`src/rtl/ad_scan_sched.sv`:
```
// ---------------------------------------------------------------------------
// ad_scan_sched
//
// Conversion scheduler for up to eight AD channel front-ends. A period
// counter driven by the microsecond strobe raises a tick. Each tick (or a
// pending single-shot request) starts one scan. A scan pulses ad_start for
// each enabled channel in ascending order, with GAP clk_sys cycles between
// starts. It then waits until every enabled channel has dropped its busy
// flag, and ends with a one-cycle scan_done pulse.
//
// Configuration and status are reached through the fx bus slave at dev_id.
//   0x00 CTRL     [0] RUN, [1] SHOT (self-clearing), [2] CLR (write-only)
//   0x01 CH_EN    channel enable mask (bits >= NCH read 0)
//   0x02/0x03     PERIOD lo/hi in us (0 behaves as 1)
//   0x04 GAP      clk_sys cycles between starts
//   0x05 STATUS   [0] BUSY, [1] OVR, [4:2] channel index, [5] TMO
//   0x06/0x07     SCAN_CNT lo/hi
//
// Optional build macro SCAN_TIMEOUT_EN: when defined, WAIT_DONE gives up
// after 255 microsecond ticks and sets TMO. No scan_done is pulsed and
// SCAN_CNT is left unchanged. When undefined, STATUS[5] reads 0.
//
// Ports
//   clk_sys, rst_n     system clock, asynchronous active-low reset
//   pluse_us           one-cycle strobe every microsecond
//   dev_id             fx bus device id of this slave
//   fx_waddr/wr/data   fx write port
//   fx_rd/raddr, fx_q  fx read port; fx_q is registered, 0 when unselected
//   ad_busy[NCH]       per-channel conversion in progress
//   ad_start[NCH]      per-channel one-cycle start pulse
//   scan_done          one-cycle pulse at the end of each completed scan
// ---------------------------------------------------------------------------
module ad_scan_sched #(
    parameter int          NCH        = 8,
    parameter logic [15:0] PERIOD_RST = 16'd1000,
    parameter logic [7:0]  GAP_RST    = 8'd4
) (
    input  logic           clk_sys,
    input  logic           rst_n,
    input  logic           pluse_us,
    input  logic [5:0]     dev_id,
    input  logic [21:0]    fx_waddr,
    input  logic           fx_wr,
    input  logic [7:0]     fx_data,
    input  logic           fx_rd,
    input  logic [21:0]    fx_raddr,
    output logic [7:0]     fx_q,
    input  logic [NCH-1:0] ad_busy,
    output logic [NCH-1:0] ad_start,
    output logic           scan_done
);

    typedef enum logic [1:0] {
        S_IDLE,
        S_START,
        S_GAP,
        S_WAIT
    } state_t;

    localparam logic [7:0] A_CTRL    = 8'h00;
    localparam logic [7:0] A_CH_EN   = 8'h01;
    localparam logic [7:0] A_PER_LO  = 8'h02;
    localparam logic [7:0] A_PER_HI  = 8'h03;
    localparam logic [7:0] A_GAP     = 8'h04;
    localparam logic [7:0] A_STATUS  = 8'h05;
    localparam logic [7:0] A_CNT_LO  = 8'h06;
    localparam logic [7:0] A_CNT_HI  = 8'h07;

    // Returns {found, index} of the lowest enabled channel at or above 'from'.
    function automatic logic [3:0] find_ch(input logic [NCH-1:0] en,
                                           input logic [3:0]     from);
        logic [3:0] res;
        res = '0;
        for (int i = NCH - 1; i >= 0; i--) begin
            if (en[i] && (i >= int'(from))) begin
                res = {1'b1, 3'(i)};
            end
        end
        return res;
    endfunction

    // -----------------------------------------------------------------------
    // Registers
    // -----------------------------------------------------------------------
    logic           r_run;
    logic           r_shot;
    logic [NCH-1:0] r_ch_en;
    logic [15:0]    r_period;
    logic [7:0]     r_gap;
    logic           r_ovr;
    logic           r_tmo;
    logic [15:0]    r_scan_cnt;
    logic [15:0]    r_per_cnt;
    logic [7:0]     r_fx_q;
    logic           r_scan_done;

    state_t         r_state;
    logic [2:0]     r_ch;
    logic [7:0]     r_gap_cnt;
    logic           r_guard;
    logic [NCH-1:0] r_en_snap;
    logic [7:0]     r_gap_snap;

    // -----------------------------------------------------------------------
    // Bus decode
    // -----------------------------------------------------------------------
    logic       w_wsel;
    logic       w_rsel;
    logic [7:0] w_woff;
    logic [7:0] w_roff;
    logic       w_clr;
    logic       w_shot_set;

    assign w_wsel     = fx_wr && (fx_waddr[21:16] == dev_id);
    assign w_rsel     = fx_rd && (fx_raddr[21:16] == dev_id);
    assign w_woff     = fx_waddr[7:0];
    assign w_roff     = fx_raddr[7:0];
    assign w_clr      = w_wsel && (w_woff == A_CTRL) && fx_data[2];
    assign w_shot_set = w_wsel && (w_woff == A_CTRL) && fx_data[1];

    // Address bits between the offset and the device id are not decoded.
    logic w_unused_addr;
    assign w_unused_addr = ^{fx_waddr[15:8], fx_raddr[15:8]};

    // -----------------------------------------------------------------------
    // Period counter and tick
    // -----------------------------------------------------------------------
    logic [15:0] w_period_eff;
    logic        w_tick;

    assign w_period_eff = (r_period == 16'd0) ? 16'd1 : r_period;
    // '>=' rather than '==' so a PERIOD lowered below the running count
    // still produces a tick on the next microsecond instead of wrapping.
    assign w_tick = r_run && pluse_us && (r_per_cnt >= (w_period_eff - 16'd1));

    // NOTE: sequential state is always assigned with non-blocking '<=' so every
    // flop samples pre-edge values regardless of block ordering.
    always_ff @(posedge clk_sys or negedge rst_n) begin
        if (!rst_n) begin
            r_per_cnt <= '0;
        end else if (!r_run) begin
            r_per_cnt <= '0;
        end else if (w_tick) begin
            r_per_cnt <= '0;
        end else if (pluse_us) begin
            r_per_cnt <= r_per_cnt + 16'd1;
        end
    end

    // -----------------------------------------------------------------------
    // Optional WAIT_DONE timeout
    // -----------------------------------------------------------------------
    logic w_to_expire;

`ifdef SCAN_TIMEOUT_EN
    logic [7:0] r_to_cnt;

    always_ff @(posedge clk_sys or negedge rst_n) begin
        if (!rst_n) begin
            r_to_cnt <= '0;
        end else if (r_state != S_WAIT) begin
            r_to_cnt <= '0;
        end else if (pluse_us) begin
            r_to_cnt <= r_to_cnt + 8'd1;
        end
    end

    // The 255th microsecond tick spent in WAIT_DONE ends the wait.
    assign w_to_expire = (r_state == S_WAIT) && pluse_us && (r_to_cnt == 8'd254);
`else
    assign w_to_expire = 1'b0;
`endif

    // -----------------------------------------------------------------------
    // Scan FSM: next-state logic
    // -----------------------------------------------------------------------
    state_t     w_state_nxt;
    logic [2:0] w_ch_nxt;
    logic [7:0] w_gap_cnt_nxt;
    logic       w_scan_begin;
    logic       w_scan_end;
    logic       w_tmo_set;
    logic [3:0] w_first;
    logic [3:0] w_next;

    assign w_first = find_ch(r_ch_en, 4'd0);
    assign w_next  = find_ch(r_en_snap, {1'b0, r_ch} + 4'd1);

    // NOTE: every signal driven here gets a default first, so no path can
    // leave one unassigned and infer a latch.
    always_comb begin
        w_state_nxt   = r_state;
        w_ch_nxt      = r_ch;
        w_gap_cnt_nxt = r_gap_cnt;
        w_scan_begin  = 1'b0;
        w_scan_end    = 1'b0;
        w_tmo_set     = 1'b0;

        case (r_state)
            S_IDLE: begin
                if (w_tick || r_shot) begin
                    w_scan_begin = 1'b1;
                    if (w_first[3]) begin
                        w_state_nxt = S_START;
                        w_ch_nxt    = w_first[2:0];
                    end else begin
                        // Empty enable mask: the scan completes immediately.
                        w_scan_end = 1'b1;
                    end
                end
            end

            S_START: begin
                if (r_gap_snap != 8'd0) begin
                    w_state_nxt   = S_GAP;
                    w_gap_cnt_nxt = r_gap_snap - 8'd1;
                end else if (w_next[3]) begin
                    w_ch_nxt = w_next[2:0];
                end else begin
                    w_state_nxt = S_WAIT;
                end
            end

            S_GAP: begin
                if (r_gap_cnt != 8'd0) begin
                    w_gap_cnt_nxt = r_gap_cnt - 8'd1;
                end else if (w_next[3]) begin
                    w_state_nxt = S_START;
                    w_ch_nxt    = w_next[2:0];
                end else begin
                    w_state_nxt = S_WAIT;
                end
            end

            S_WAIT: begin
                // The guard cycle gives the last started channel one clock
                // to raise its busy flag before it is sampled.
                if (!r_guard) begin
                    if ((ad_busy & r_en_snap) == '0) begin
                        w_scan_end  = 1'b1;
                        w_state_nxt = S_IDLE;
                    end else if (w_to_expire) begin
                        w_tmo_set   = 1'b1;
                        w_state_nxt = S_IDLE;
                    end
                end
            end

            default: begin
                w_state_nxt = S_IDLE;
            end
        endcase
    end

    // -----------------------------------------------------------------------
    // Scan FSM: state register and per-scan snapshots
    // -----------------------------------------------------------------------
    always_ff @(posedge clk_sys or negedge rst_n) begin
        if (!rst_n) begin
            r_state    <= S_IDLE;
            r_ch       <= '0;
            r_gap_cnt  <= '0;
            r_guard    <= 1'b0;
            r_en_snap  <= '0;
            r_gap_snap <= '0;
        end else begin
            r_state   <= w_state_nxt;
            r_ch      <= w_ch_nxt;
            r_gap_cnt <= w_gap_cnt_nxt;
            r_guard   <= (w_state_nxt == S_WAIT) && (r_state != S_WAIT);
            if (w_scan_begin) begin
                r_en_snap  <= r_ch_en;
                r_gap_snap <= r_gap;
            end
        end
    end

    // -----------------------------------------------------------------------
    // Control/status registers
    // -----------------------------------------------------------------------
    always_ff @(posedge clk_sys or negedge rst_n) begin
        if (!rst_n) begin
            r_run       <= 1'b0;
            r_shot      <= 1'b0;
            r_ch_en     <= '1;
            r_period    <= PERIOD_RST;
            r_gap       <= GAP_RST;
            r_ovr       <= 1'b0;
            r_tmo       <= 1'b0;
            r_scan_cnt  <= '0;
            r_scan_done <= 1'b0;
        end else begin
            if (w_wsel) begin
                case (w_woff)
                    A_CTRL:   r_run          <= fx_data[0];
                    A_CH_EN:  r_ch_en        <= fx_data[NCH-1:0];
                    A_PER_LO: r_period[7:0]  <= fx_data;
                    A_PER_HI: r_period[15:8] <= fx_data;
                    A_GAP:    r_gap          <= fx_data;
                    default:  ;
                endcase
            end

            // A fresh write wins over the consumption of an older request.
            if (w_shot_set) begin
                r_shot <= 1'b1;
            end else if (w_scan_begin) begin
                r_shot <= 1'b0;
            end

            // Set has priority over clear so a coincident overrun is kept.
            if (w_tick && (r_state != S_IDLE)) begin
                r_ovr <= 1'b1;
            end else if (w_clr) begin
                r_ovr <= 1'b0;
            end

            if (w_tmo_set) begin
                r_tmo <= 1'b1;
            end else if (w_clr) begin
                r_tmo <= 1'b0;
            end

            r_scan_done <= w_scan_end;
            if (w_scan_end) begin
                r_scan_cnt <= r_scan_cnt + 16'd1;
            end
        end
    end

    // -----------------------------------------------------------------------
    // Read data
    // -----------------------------------------------------------------------
    logic [7:0] w_rd_data;

    always_comb begin
        w_rd_data = 8'h00;
        case (w_roff)
            A_CTRL:   w_rd_data = {6'd0, r_shot, r_run};
            A_CH_EN:  w_rd_data = 8'(r_ch_en);
            A_PER_LO: w_rd_data = r_period[7:0];
            A_PER_HI: w_rd_data = r_period[15:8];
            A_GAP:    w_rd_data = r_gap;
            A_STATUS: w_rd_data = {2'b00, r_tmo, r_ch, r_ovr, (r_state != S_IDLE)};
            A_CNT_LO: w_rd_data = r_scan_cnt[7:0];
            A_CNT_HI: w_rd_data = r_scan_cnt[15:8];
            default:  w_rd_data = 8'h00;
        endcase
    end

    always_ff @(posedge clk_sys or negedge rst_n) begin
        if (!rst_n) begin
            r_fx_q <= 8'h00;
        end else begin
            r_fx_q <= w_rsel ? w_rd_data : 8'h00;
        end
    end

    // -----------------------------------------------------------------------
    // Outputs
    // -----------------------------------------------------------------------
    logic [NCH-1:0] w_start;

    always_comb begin
        w_start = '0;
        if (r_state == S_START) begin
            w_start[r_ch] = 1'b1;
        end
    end

    assign ad_start  = w_start;
    assign scan_done = r_scan_done;
    assign fx_q      = r_fx_q;

endmodule

```
`config.mk`:
```
export PLATFORM = sky130hd
export DESIGN_NAME = ad_scan_sched
export DESIGN_NICKNAME = d
export VERILOG_FILES = /design/src/rtl/ad_scan_sched.sv
export SDC_FILE = /design/constraint.sdc
export NUM_CORES = 1
export LEC_CHECK = 0
export ABC_AREA = 1
export BUFFER_PORTS_ARGS = -buffer_cell sky130_fd_sc_hd__buf_2
export CORE_UTILIZATION = 55
export CTS_CLUSTER_DIAMETER = 120
export CTS_CLUSTER_SIZE = 24
export DETAILED_ROUTE_END_ITERATION = 10
export HOLD_SLACK_MARGIN = 0.1
export PLACE_DENSITY_LB_ADDON = 0.25
export SLEW_MARGIN = 20
export SYNTH_ARGS = -nofsm -noshare
export SYNTH_HDL_FRONTEND = slang
export SYNTH_SLANG_ARGS = --single-unit
export TNS_END_PERCENT = 50
```
`constraint.sdc`:
```
create_clock -name clk_sys -period 8.5 [get_ports clk_sys]
set_input_delay 0.425 -clock clk_sys [delete_from_list [all_inputs] [get_ports clk_sys]]
set_output_delay 0.425 -clock clk_sys [all_outputs]
set_load 0.1 [all_outputs]
```
After elaboration in Yosys (flattened, before gate mapping)
Cells that the tools add are included.

Equal/unequal tests: 25. Order comparisons: 11. Bitwise logic cells: 1. Multiplexer cells: 54. Reduce and logical (&&, ||, !) cells: 38. $add $sub $neg: 6.

Operators by type and width (number): 16-bit two-way mux (4); 4-bit two-way mux (16); 8-bit case mux with 8 select lines (1); 8-bit by 3-bit equality test with 1-bit output (second input constant) (5); 16-bit by 1-bit adder with 16-bit output (second input constant) (2); 8-bit by 2-bit equality test with 1-bit output (second input constant) (4); 8-bit two-way mux (4); 8-bit logical NOT (3); 1-bit logical AND (18); 8-bit by 1-bit equality test with 1-bit output (second input constant) (2); 16-bit >= comparator (1); 3-bit by 4-bit >= comparator with 1-bit output (first input constant) (4); 16-bit logical NOT (1); 2-bit two-way mux (8); 8-bit case mux with 2 select lines (1); 8-bit nonzero test (2); 16-bit by 1-bit subtractor with 16-bit output (second input constant) (1); 8-bit by 1-bit subtractor with 8-bit output (second input constant) (2); 3-bit two-way mux (5); 2-bit inequality test (second input constant) (7); 6-bit equality test (2); 1-bit two-way mux (11); 2-bit AND reduction (5); 3-bit case mux with 3 select lines (1); 18 further kinds (25).

Output and inout port bits: 17. Register bits: 106. Logic and storage cells: 152. Input bits: 71.

Logic depth before layout (Yosys ltp)
Gate-level depths: netlist of run 1.

Depth after elaboration: 16. Depth in mapped cells: 29. Depth with buffers taken out: 28.

Worst setup path before layout of run 1
No wires, ideal clock.

Path type: register -> output. From: reg r_state[1]. To: out ad_start[6]. Data arrival time: 2.816 ns. Stages on the path, launching flop included: 5. Setup slack: 5.259 ns. Path buffers: 0. Data required time: 8.075 ns. Cell sequence: dfrtp_1 inv_1 ha_1 nand2_1 nor3_1.

Word-level cells in the longest chain between the ends: 2.

RTL lines: start, declared (RTL line 97) `state_t r_state;`; start signal, assigned (RTL line 267) `r_state <= w_state_nxt;`; 2-bit by 1-bit equality test with 1-bit output (RTL line 366) `if (r_state == S_START) begin`; 8-bit two-way mux (RTL line 366); end, declared (RTL line 49) `output logic [NCH-1:0] ad_start,`.

Every way passes these cells.

Final worst setup path of run 1
From: reg r_period[5]. To: reg r_gap_snap[3].

Word-level cells in the longest chain between the ends: 8.

RTL lines: start, declared (RTL line 88) `logic [15:0] r_period;`; start signal, assigned (RTL line 297) `A_PER_LO: r_period[7:0] <= fx_data;`; 16-bit logical NOT (RTL line 131) `assign w_period_eff = (r_period == 16'd0) ? 16'd1 : r_period;`; 16-bit two-way mux (*) (RTL line 131); 16-bit by 1-bit subtractor with 16-bit output (*) (RTL line 134) `assign w_tick = r_run && pluse_us && (r_per_cnt >= (w_period_eff - 16'd1));`; 16-bit >= comparator (*) (RTL line 134); 1-bit logical AND (*) (RTL line 134); 1-bit logical OR (*) (RTL line 201) `if (w_tick || r_shot) begin`; 1-bit two-way mux (*) (RTL line 201); 1-bit two-way mux (*) (RTL line 199) `case (r_state)`; end signal, assigned (RTL line 273) `r_gap_snap <= r_gap;`; end, declared (RTL line 102) `logic [7:0] r_gap_snap;`.

Every way passes the cells marked *; elsewhere a longest branch is shown, timed or not. A chain may end at the register's enable or synchronous reset.

==> run metrics, run 1 <==
R2R Setup Slk about 4300 ps; Layout Nets ~1100; Synth Area in Adders under 10%; Worst Setup Slack, final 4350 ps; vias in the first global route approximately 5800; Non-Filler Instances between 1000 and 1500; critical path startpoint r_period[5]$_DFFE_PN1P_; GP Congestion between 0.9 and 1; initial antenna violation count 0; CTS tree done; cell area after synthesis ~7000 µm²; relative slew slack 44.8%; total global-route track usage a little over a quarter; crit share post-route just under 50%; RSZ-0062 raised after global routing false; Yosys cell types 49; # setup viols final 0; Clock Latency Late Sink approximately 350 ps; global-route wire length before repair 27.6 mm; TritonCTS buffer count 9; Final min period ~4200 ps; Starting Density between 50% and 60%; Hold WC Path Type input port to flip-flop; Reg-to-Reg End r_gap_snap[3]$_DFFE_PN0P_; FP Rows 40; postcts setup bufs 0; Slew @ Worst Pin approximately 830 ps; Mapped Nets roughly 1000; gr ovfl total 0; DRC violations left 0; Layout area overhead 11.0%; core area 12200 µm²; dpl ws about 4400 ps; Clock Sink Count roughly 110; DR WL/cell 14.0 µm; crit end category flip-flop; router iterations before antenna repair 6; Startpoint Class flip-flop; worst vdd rail ir drop between 0.09 and 0.1 mV; die area around 13000 µm²; WL final around 16 mm; main combinational cell family by area after synthesis simple AND/OR/NAND/NOR gates; Seq cells post-synth between 100 and 150; Most common cell on crit path nand2_1; Reg2Reg Launch Point r_period[5]$_DFFE_PN1P_; layout cell share with drive strength beyond 1 17.7%; Setup crit end r_gap_snap[3]$_DFFE_PN0P_; mux cell area share after synthesis 0%; outcome finished clean; Fin Setup TNS 0 ps; Avg Inst Size Synth 7.54 µm²; maximum operating frequency roughly 240 MHz; Root Buffer clkbuf_16; Mapped Cells slightly above 900; Static Leak 3.70 nW; crit-path max FO 31; Util after Layout between 60% and 70%; sequential share of the synthesized area between 30% and 40%; die height 115 µm; IO Pins 88; final slew viol count 0; post-synthesis simple-gate area fraction 29.3%; n_diodes 0; Max-Cap Viols 0; Worst path slowest cell dfstp_2; reg2reg path depth 25; Clk pin slew, worst setup/hold paths roughly 70 ps; Worst path max stage delay 580 ps; CP arrival 4400 ps; Clock Path Buffers 2; Die Width 115 µm; Via Count 6247; Post-Synth XOR/XNOR Area under 10%; Fin. Hold Viols 0; H-tree levels 3; DP HPWL approximately 12 mm; largest net degree at the start of global routing 62; final setup skew roughly 6.6 ps; P per Cell Area 191 nW/µm²; Placed Cells incl. Taps 1152; WP data required ~8800 ps; antenna-violating nets left 0; port bufs 71; YS warnings 0; via/cell ratio 5.34; Tot Pwr ~1.5 mW; Worst Path Class, Setup flip-flop to flip-flop; Synth Area in Compound Gates between 10% and 20%; initial drt markers between 500 and 600
## power by group
group	internal (mW)	switching (mW)
logic	0.161	0.351
clock network	0.198	0.191
registers	0.544	0.0326
total	0.903	0.574
## repair_timing
action                     in CTS  in global routing
hold endpoints to repair       25                  0
setup endpoints to repair       0                  0
resized for setup               0                  0
hold buffers                    1                  0
## layout by cell type (no fill, tap or decap), types with 8 or more instances in the layout
cell type,count
inv_2,8
clkbuf_16,9
nor2_1,72
o22ai_1,29
nor3_1,18
o21ai_2,19
dfrtp_1,91
nand4_1,10
ha_1,29
nand2_1,242
buf_2,70
nand3_1,55
inv_1,129
dfstp_2,15
xor2_1,40
o21ai_0,45
a21oi_1,18
nand2_2,14
o21ai_1,21
## final cells by class
class	count	area [µm²]
clock buffers	9	225
well taps	168	210
flip-flops and latches	106	2670
clock inverters	7	46.3
repair buffers	73	375
inverters	139	523
multi-input cells	667	3690
fillers	1131	4420
## flip-flops by register name, summed over array words and instances, names as in the netlist, 3 cells and up
signal      count
fx_q            8
r_ch            3
r_ch_en         8
r_en_snap       8
r_gap           8
r_gap_cnt       8
r_gap_snap      8
r_per_cnt      16
r_period       16
r_scan_cnt     16
## how the worst min path moves through the flow
stage                                 end                  startpoint  depth (start not counted)  slack, ps
3_5_place_dp   r_scan_cnt[13]$_DFFE_PN0P_  r_scan_cnt[13]$_DFFE_PN0P_                          2        460
4_1_cts           r_period[8]$_DFFE_PN1P_                  fx_data[0]                          3        400
3_3_place_gp     r_gap_cnt[6]$_DFFE_PN0P_                       rst_n                          1        460
5_1_grt           r_period[8]$_DFFE_PN1P_                  fx_data[0]                          3        430
2_1_floorplan           fx_q[0]$_DFF_PN0_                       rst_n                          0        130
6_report          r_period[8]$_DFFE_PN1P_                  fx_data[0]                          3        400
## critical path, delay by kind of cell (launching register included)
kind                     cells  cell delay [ps]
AO/OA/AOI/OAI                1              400
XOR/XNOR                     1              150
adder cells (fa/ha/maj)      2              470
buffers and inverters        4              320
flip-flops                   1              580
AND/OR/NAND/NOR             17             2120
## Yosys cell counts (all sizes together)
cell type / count / share of area (%)
a2111oi: 1 / 0.13
a211oi: 3 / 0.32
a21boi: 1 / 0.11
a21o: 1 / 0.11
a21oi: 19 / 1.4
a311oi: 2 / 0.25
a31oi: 2 / 0.18
buf: 10 / 1.1
clkbuf: 3 / 0.18
clkinv: 2 / 0.13
dfrtp: 91 / 33
dfstp: 15 / 5.7
ha: 29 / 5.2
inv: 137 / 7.4
nand2: 262 / 15
nand3: 60 / 4.9
nand3b: 1 / 0.29
nand4: 11 / 1.1
nor2: 80 / 4.8
nor3: 19 / 1.4
nor3b: 1 / 0.18
nor4: 7 / 0.90
o211ai: 1 / 0.11
o21ai: 85 / 7.1
o21bai: 1 / 0.11
o22ai: 29 / 2.6
o32ai: 2 / 0.25
or2: 4 / 0.36
or4: 1 / 0.16
xnor2: 5 / 0.63
xor2: 40 / 5.0
## through the flow
stage	instance area (µm²)	hold WS (ps)
6_report	7740	396
5_1_grt	7740	429
4_1_cts	7740	399
3_5_place_dp	7460	462
3_3_place_gp	7460	456
2_1_floorplan	6970	129
## kinds of logic after synthesis
group,Yosys count
AND/OR/NAND/NOR,446
buffers and inverters,152
AO/OA/AOI/OAI,147
flip-flops,106
XOR/XNOR,45
adder cells (fa/ha/maj),29
## routing by layer
| layer | vias to the layer above | track usage [%] | wire length (µm) |
|---|---|---|---|
| li1 | 3138 | - | - |
| met1 | 2848 | 37.5 | 7800 |
| met2 | 232 | 42.8 | 7330 |
| met3 | 29 | 3.49 | 929 |
| met4 | 0 | 9.44 | 352 |
| met5 | - | 0 | 0 |
(Power assumes the default switching activity.)
==> run 2: changes to the inputs <==
Settings changed: ABC_AREA 1 to 0, CORE_UTILIZATION 55 to 53.
Clock period 8.5 ns to 3.82 ns, I/O delays scaled along.
==> run 2 against run 1 <==
Effect of this change: the flow now finishes with violations (negative setup slack); fmax is 12% lower; register-to-register slack got worse by 5300 ps; clock skew is 3.5 ps higher; count of clock-buffer cells in the layout unchanged; critical endpoint is now r_en_snap[3]$_DFFE_PN0P_; design area up 3.2%; largest power group unchanged; non-clock buffer count increased by 45.
==> run metrics, run 2 <==
violated checks negative setup slack; YS warnings 0 (unchanged); commonest cells after routing, fill and taps aside 91 x dfrtp_1, 70 x buf_2, 59 x nand2_1, 49 x nor2_1; area leader, netlist dfrtp_1; commonest non-fill, non-tap cell in the layout dfrtp_1; via/cell ratio 6.24 (+17%); layout cell share with drive strength beyond 1 34.2% (+17 points); Static Leak 3.66 nW (-1.2%); final instance area 7990 µm² (+3.2%); DRC violations left 0 (unchanged); critical path startpoint r_period[5]$_DFFE_PN1P_; relative slew slack 27.7% (-17 points); Hold WC Path Type input port to flip-flop; P per Cell Area 449 nW/µm² (+140%); die area 12700 µm² (-3.2%); port bufs 71 (unchanged); Worst Setup Slack, final -907 ps (-5250 ps); initial drt markers 460 (-19%); Mapped Nets 762 (-26%); WL met2 8.83 mm (+20%); global-route wire length before repair 28.5 mm (+3.4%); n_diodes 0 (unchanged); largest registers in the final layout r_per_cnt: 16 flops, r_period: 16 flops, r_scan_cnt: 16 flops; crit share post-route 124% (+75 points); WP data required 4060 ps (-4690 ps); Non-Filler Instances 925 (-21%); Root Buffer clkbuf_16; core area 12000 µm² (-1.6%); gr ovfl total 0 (unchanged); ys async rst share 100% (unchanged); reg2reg path depth 18 (-28%); total global-route track usage 28.8% (+2.0 points); Mapped Cells 662 (-28%); Yosys cell types 61 (+24%); GP Congestion 0.925 (-2.0%); RSZ-0062 raised after global routing true; H-tree levels 3 (unchanged); routed wl met3 960 µm (+3.3%); TritonCTS buffer count 9 (unchanged); sequential share of the synthesized area 41.1% (+2.8 points); Reg-to-Reg End r_en_snap[3]$_DFFE_PN0P_; # setup viols final 56 (+56); Clk pin slew, worst setup/hold paths 70 ps (about the same); Clock Latency Late Sink 360 ps (about the same); Clock Sink Count 106 (unchanged); router iterations before antenna repair 5 (-1); Seq cells post-synth 106 (unchanged); Synth top area share 35.0% (+2.4 points); post-placement cell area 7260 µm² (-2.6%); outcome finished, violations left; Placed Cells incl. Taps 893 (-22%); Startpoint Class flip-flop; FP Rows 40 (unchanged); CTS tree done; Top FF cell, synth dfrtp_1; vias in the first global route 5646 (-3.0%); most frequent cell after synthesis dfrtp_1; R2R Setup Slk -910 ps (-5250 ps); Fin. Hold Viols 0 (unchanged); cell area after synthesis 6500 µm² (-6.7%); Layout Nets 873 (-20%); Max-Cap Viols 0 (unchanged); final setup skew 10.1 ps (+3.45 ps); die height 113 µm (-1.6%); Post-synth top cells 91 x dfrtp_1, 62 x nand2_1, 54 x o21ai_0; crit end category flip-flop; crit-path max FO 8 (-74%); Starting Density 54.4% (-3.0 points); maximum operating frequency 212 MHz (-12%); final slew viol count 0 (unchanged); fillcell total 882 (-22%); Via Count 5770 (-7.6%); initial antenna violation count 0 (unchanged); Avg Inst Size Synth 9.82 µm² (+30%); antenna-violating nets left 0 (unchanged); largest net degree at the start of global routing 76 (+23%); DP HPWL 12.5 mm (+0.11%); WL final 17.5 mm (+6.6%); Slew @ Worst Pin 1080 ps (+256 ps); M1 WL 7.30 mm (-6.4%); Synth area leaders dfrtp_1 35%, mux2_2 9.2%, dfstp_2 6.1%, ha_1 5.6%, o21ai_0 4.2%; Setup crit end r_en_snap[3]$_DFFE_PN0P_; CP arrival 4970 ps (+570 ps); Worst Path Class, Setup flip-flop to flip-flop; Clock Path Buffers 2 (unchanged); Layout area overhead 22.9%; worst vdd rail ir drop 0.450 mV (+350%); Final min period 4730 ps (+573 ps); EDFF count, synth 0 (unchanged); top sig layer met4; IO Pins 88 (unchanged); Reg2Reg Launch Point r_period[5]$_DFFE_PN1P_; Die Width 113 µm (-1.6%); DR WL/cell 18.9 µm (+35%)
run 2: routing by layer:
layer  vias up  global-route usage [%]
met5         -                       0
met4         0                    9.51
met3        47                    5.36
met2       222                    50.2
met1      2851                    36.2
li1       2650                       -
run 2: what timing repair did:
item / in CTS / in global routing
setup buffers: 10 / 4
gates resized for setup: 64 / 28
hold buffers: 1 / 0
cloned: 2 / 0
endpoints found under the setup margin: 56 / 56
pin swaps: 31 / 10
hold endpoints to repair: 69 / 0
run 2: layout make-up:
type | count | area, µm² | area share [%]
timing repair buffer | 118 | 743 | 9.30
clock inverter | 7 | 85.1 | 1.06
sequential | 106 | 2670 | 33.4
multi-input combinational | 525 | 4030 | 50.5
inverter | 13 | 48.8 | 0.611
clock buffer | 9 | 225 | 2.82
tap | 147 | 184 | 2.30
run 2: cells by family after synthesis:
group | Yosys count | synth area share [%]
AOI/OAI and AO/OA | 139 | 13.0
buffers and inverters | 32 | 1.94
adders and majority gates | 29 | 5.58
xor gates and xnor gates | 41 | 5.52
DFF | 106 | 41.1
and+or+nand+nor | 244 | 19.6
muxes | 71 | 13.3
run 2: how the worst min path moves through the flow:
stage / start / endpoint / slack (ps) / cells past startpoint
finish: fx_data[5] / r_ch_en[5]$_DFFE_PN1P_ / 130 / 2
global route: fx_data[4] / r_ch_en[4]$_DFFE_PN1P_ / 140 / 2
CTS: fx_data[5] / r_ch_en[5]$_DFFE_PN1P_ / 120 / 2
detailed placement: rst_n / r_per_cnt[7]$_DFFE_PN0P_ / 410 / 1
global placement: rst_n / r_per_cnt[7]$_DFFE_PN0P_ / 390 / 1
floorplan: rst_n / fx_q[0]$_DFF_PN0_ / -100 / 0
run 2: power breakdown:
group          internal (mW)  total (mW)  switching (mW)
Combinational          0.522        1.29           0.764
Clock                  0.523       0.979           0.456
Sequential              1.22        1.32           0.106
Total                   2.26        3.59            1.33
run 2: through the flow:
stage	utilization [%]	setup slack (ps)	hold WS [ps]	setup TNS (ps)	power [mW]
floorplan	-	-884	-105	-31150	2.16
global placement	60.7	-841	388	-35620	2.42
detailed placement	60.7	-924	405	-41320	2.47
CTS	65.6	-783	119	-36610	3.54
global route	66.8	-1060	138	-53240	3.78
finish	66.8	-907	134	-44950	3.59
run 2: critical path, stage by stage, from the launching register on:
cell,delay (ps)
dfstp_2,370
or3_4,380
or4_4,420
or4_4,430
or4_4,520
nor2_4,100
nor2_2,40
ha_2,190
nand2_4,120
nor4_1,70
xnor2_1,130
ha_1,220
a211oi_1,320
o21ai_2,120
o2111ai_2,110
o211ai_1,180
a21oi_2,270
nand2b_4,280
mux2_4,330
==> run 3: changes to the inputs <==
Settings changed: CORE_UTILIZATION 53 to 55.
Clock period 3.82 ns to 5.97 ns, I/O delays scaled along.
==> run 3 against run 2 <==
Effect of this change: the flow now finishes without violations; wire length is 8.4% lower; total power is 41% lower; cell count is 5.0% lower; combinational power is 46% lower.
==> run metrics, run 3 (synthesis gave the netlist of run 2 again) <==
Clock Latency Late Sink 360 ps (about the same); core area 11500 µm² (-4.1%); fillcell total 931 (+5.6%); Clk pwr share 26.3% (-1.0 points); Non-Filler Instances 879 (-5.0%); Reg2Reg Launch Point r_period[4]$_DFFE_PN0P_; Sw Share 37.1% (+0.13 points); RSZ-0062 raised after global routing false; final slew viol count 0 (unchanged); antenna-violating nets left 0 (unchanged); sequential share of power 40.4% (+3.5 points); crit share post-route 90.5% (-33 points); Layout area overhead 12.1%; Int Pwr 1.32 mW (-42%); Multi-input gate area 3710 µm² (-8.0%); Min Hold Slack 240 ps (+106 ps); Clock Sink Count 106 (unchanged); Reg area 2670 µm² (unchanged); postcts setup bufs 0 (-10); final setup skew 8.59 ps (-1.46 ps); switching power 779 µW (-41%); Layout Nets 831 (-4.8%); DR WL/cell 18.2 µm (-3.6%); initial drt markers 390 (-15%); worst vdd rail ir drop 0.256 mV (-43%); H-tree levels 3 (unchanged); Die Width 111 µm (-1.8%); # setup viols final 0 (-100%); gr ovfl total 0 (unchanged); Worst path max stage delay 510 ps (about the same); Placed Cells incl. Taps 862 (-3.5%); initial antenna violation count 0 (unchanged); Worst Path Class, Setup flip-flop to flip-flop; Starting Density 56.7% (+2.3 points); Via Count 5501 (-4.7%); die height 111 µm (-1.8%); DP HPWL 12.0 mm (-3.7%); Most common cell on crit path or4_4; Util after Layout 63.5% (-3.3 points); Clock Path Buffers 2 (unchanged); n_diodes 0 (unchanged); Worst path top cell family by delay simple AND/OR/NAND/NOR gates; WP data required 6210 ps (+2150 ps); DRC violations left 0 (unchanged); critical path startpoint r_period[4]$_DFFE_PN0P_; Worst Setup Slack, final 567 ps (+1470 ps); Max-Cap Viols 0 (unchanged); port bufs 71 (unchanged); commonest non-fill, non-tap cell in the layout dfrtp_1; largest net degree at the start of global routing 68 (-11%); vias in the first global route 5396 (-4.4%); Hold WC Path Type input port to flip-flop; Worst path slowest cell or4_4; outcome finished clean; Clk pin slew, worst setup/hold paths 70 ps (about the same); TritonCTS buffer count 9 (unchanged); Worst Hold Launch fx_data[1]; global-route wire length before repair 26.6 mm (-6.7%); GP Congestion 0.892 (-3.6%); maximum operating frequency 185 MHz (-13%); Comb pwr share 33.3% (-2.6 points); Static Leak 3.27 nW (-11%); Root Buffer clkbuf_16; IO Pins 88 (unchanged); Startpoint Class flip-flop; commonest cells after routing, fill and taps aside 91 x dfrtp_1, 70 x buf_2, 62 x nand2_1, 54 x o21ai_0; crit end category flip-flop; router iterations before antenna repair 6 (+1); Final min period 5400 ps (+676 ps); total global-route track usage 27.3% (-1.5 points); layout cell share with drive strength beyond 1 24.9% (-9.3 points); worst path buffer plus inverter count 0 (unchanged); relative slew slack 32.9% (+5.3 points); largest registers in the final layout r_per_cnt: 16 flops, r_period: 16 flops, r_scan_cnt: 16 flops; dpl ws 428 ps (+1350 ps); via/cell ratio 6.26 (+0.33%); die area 12300 µm² (-3.6%); CTS tree done; crit-path max FO 15 (+7); Fin. Hold Viols 0 (unchanged); Slew @ Worst Pin 1010 ps (-76.5 ps); Fin Setup TNS 0 ps (+44950 ps); CP arrival 5640 ps (+670 ps); FP Rows 39 (-2.5%); WL final 16.0 mm (-8.4%); P per Cell Area 288 nW/µm² (-36%); Cell Chain, Critical Path or3_4, or4_4, or4_4, or4_4, nor2_2, nor2_1, ha_1, nand2_1, nor4_1, xnor2_1, ha_1, nand4_1, nor2_1, o21ai_0, o2111ai_1, a31o_2, nor2b_1, mux2_2
[run 3: cell count changes in the layout (fill, tap and decap cells not counted), moves of 4 or more]
cell	before	now
nor2_1	49	53
o21ai_2	7	0
buf_6	8	0
o21ai_0	28	54
xnor2_1	22	27
xnor2_2	5	0
mux2_4	15	0
o21ai_1	19	0
mux2_2	39	53
ha_1	25	29
buf_4	39	6
[run 3: metrics by stage]
step                power (mW)  cell area [µm²]
detailed placement        1.55             7000
global route              2.22             7290
finish                    2.10             7290
CTS                       2.10             7280
floorplan                 1.37             6500
global placement          1.51             7000
[run 3: final timing paths]
check / to / slack [ps] / depth (start not counted)
worst min-delay path: r_shot$_DFFE_PN0P_ / 240 / 3
worst min register to register: r_scan_cnt[15]$_DFFE_PN0P_ / 470 / 1
worst max register to register: r_scan_cnt[1]$_DFFE_PN0P_ / 570 / 18
max in group asynchronous: r_ch[0]$_DFFE_PN0P_ / 4270 / 3
min in group asynchronous: r_per_cnt[5]$_DFFE_PN0P_ / 470 / 2
worst max-delay path: r_scan_cnt[1]$_DFFE_PN0P_ / 570 / 18
[run 3: power by group through the flow]
| stage | combinational [mW] | clock [mW] | sequential, mW |
|---|---|---|---|
| 2_1_floorplan | 0.511 | 0 | 0.857 |
| 3_3_place_gp | 0.657 | 0 | 0.857 |
| 3_5_place_dp | 0.689 | 0 | 0.860 |
| 4_1_cts | 0.693 | 0.558 | 0.847 |
| 5_1_grt | 0.774 | 0.585 | 0.857 |
| 6_report | 0.699 | 0.553 | 0.850 |
[run 3: final cells by class]
class                      instances  share of cell area [%]
tap                              143                    2.46
clock inverter                     6                   0.601
sequential                       106                    36.7
inverter                          13                   0.670
timing repair buffer              77                    5.56
multi-input combinational        524                    50.9
clock buffer                      10                    3.14
[run 3: metal layers]
metal	GRT usage, %	wire (µm)	vias up
met1	35.6	6860	2699
met5	0	0	-
li1	-	-	2569
met2	45.9	7990	193
met3	3.44	721	40
met4	11.6	440	0
[run 3: tightest hold or removal path: cells and delay by family]
kind	cells	cell delay, ps
AOI/OAI and AO/OA	1	60
buffers and inverters	1	130
and+or+nand+nor	1	60
[run 3: repair_timing]
| item | CTS | global route |
|---|---|---|
| setup endpoints to repair | 0 | 1 |
| hold buffers | 1 | 0 |
| resized for setup | 0 | 1 |
| hold endpoints to repair | 34 | 0 |
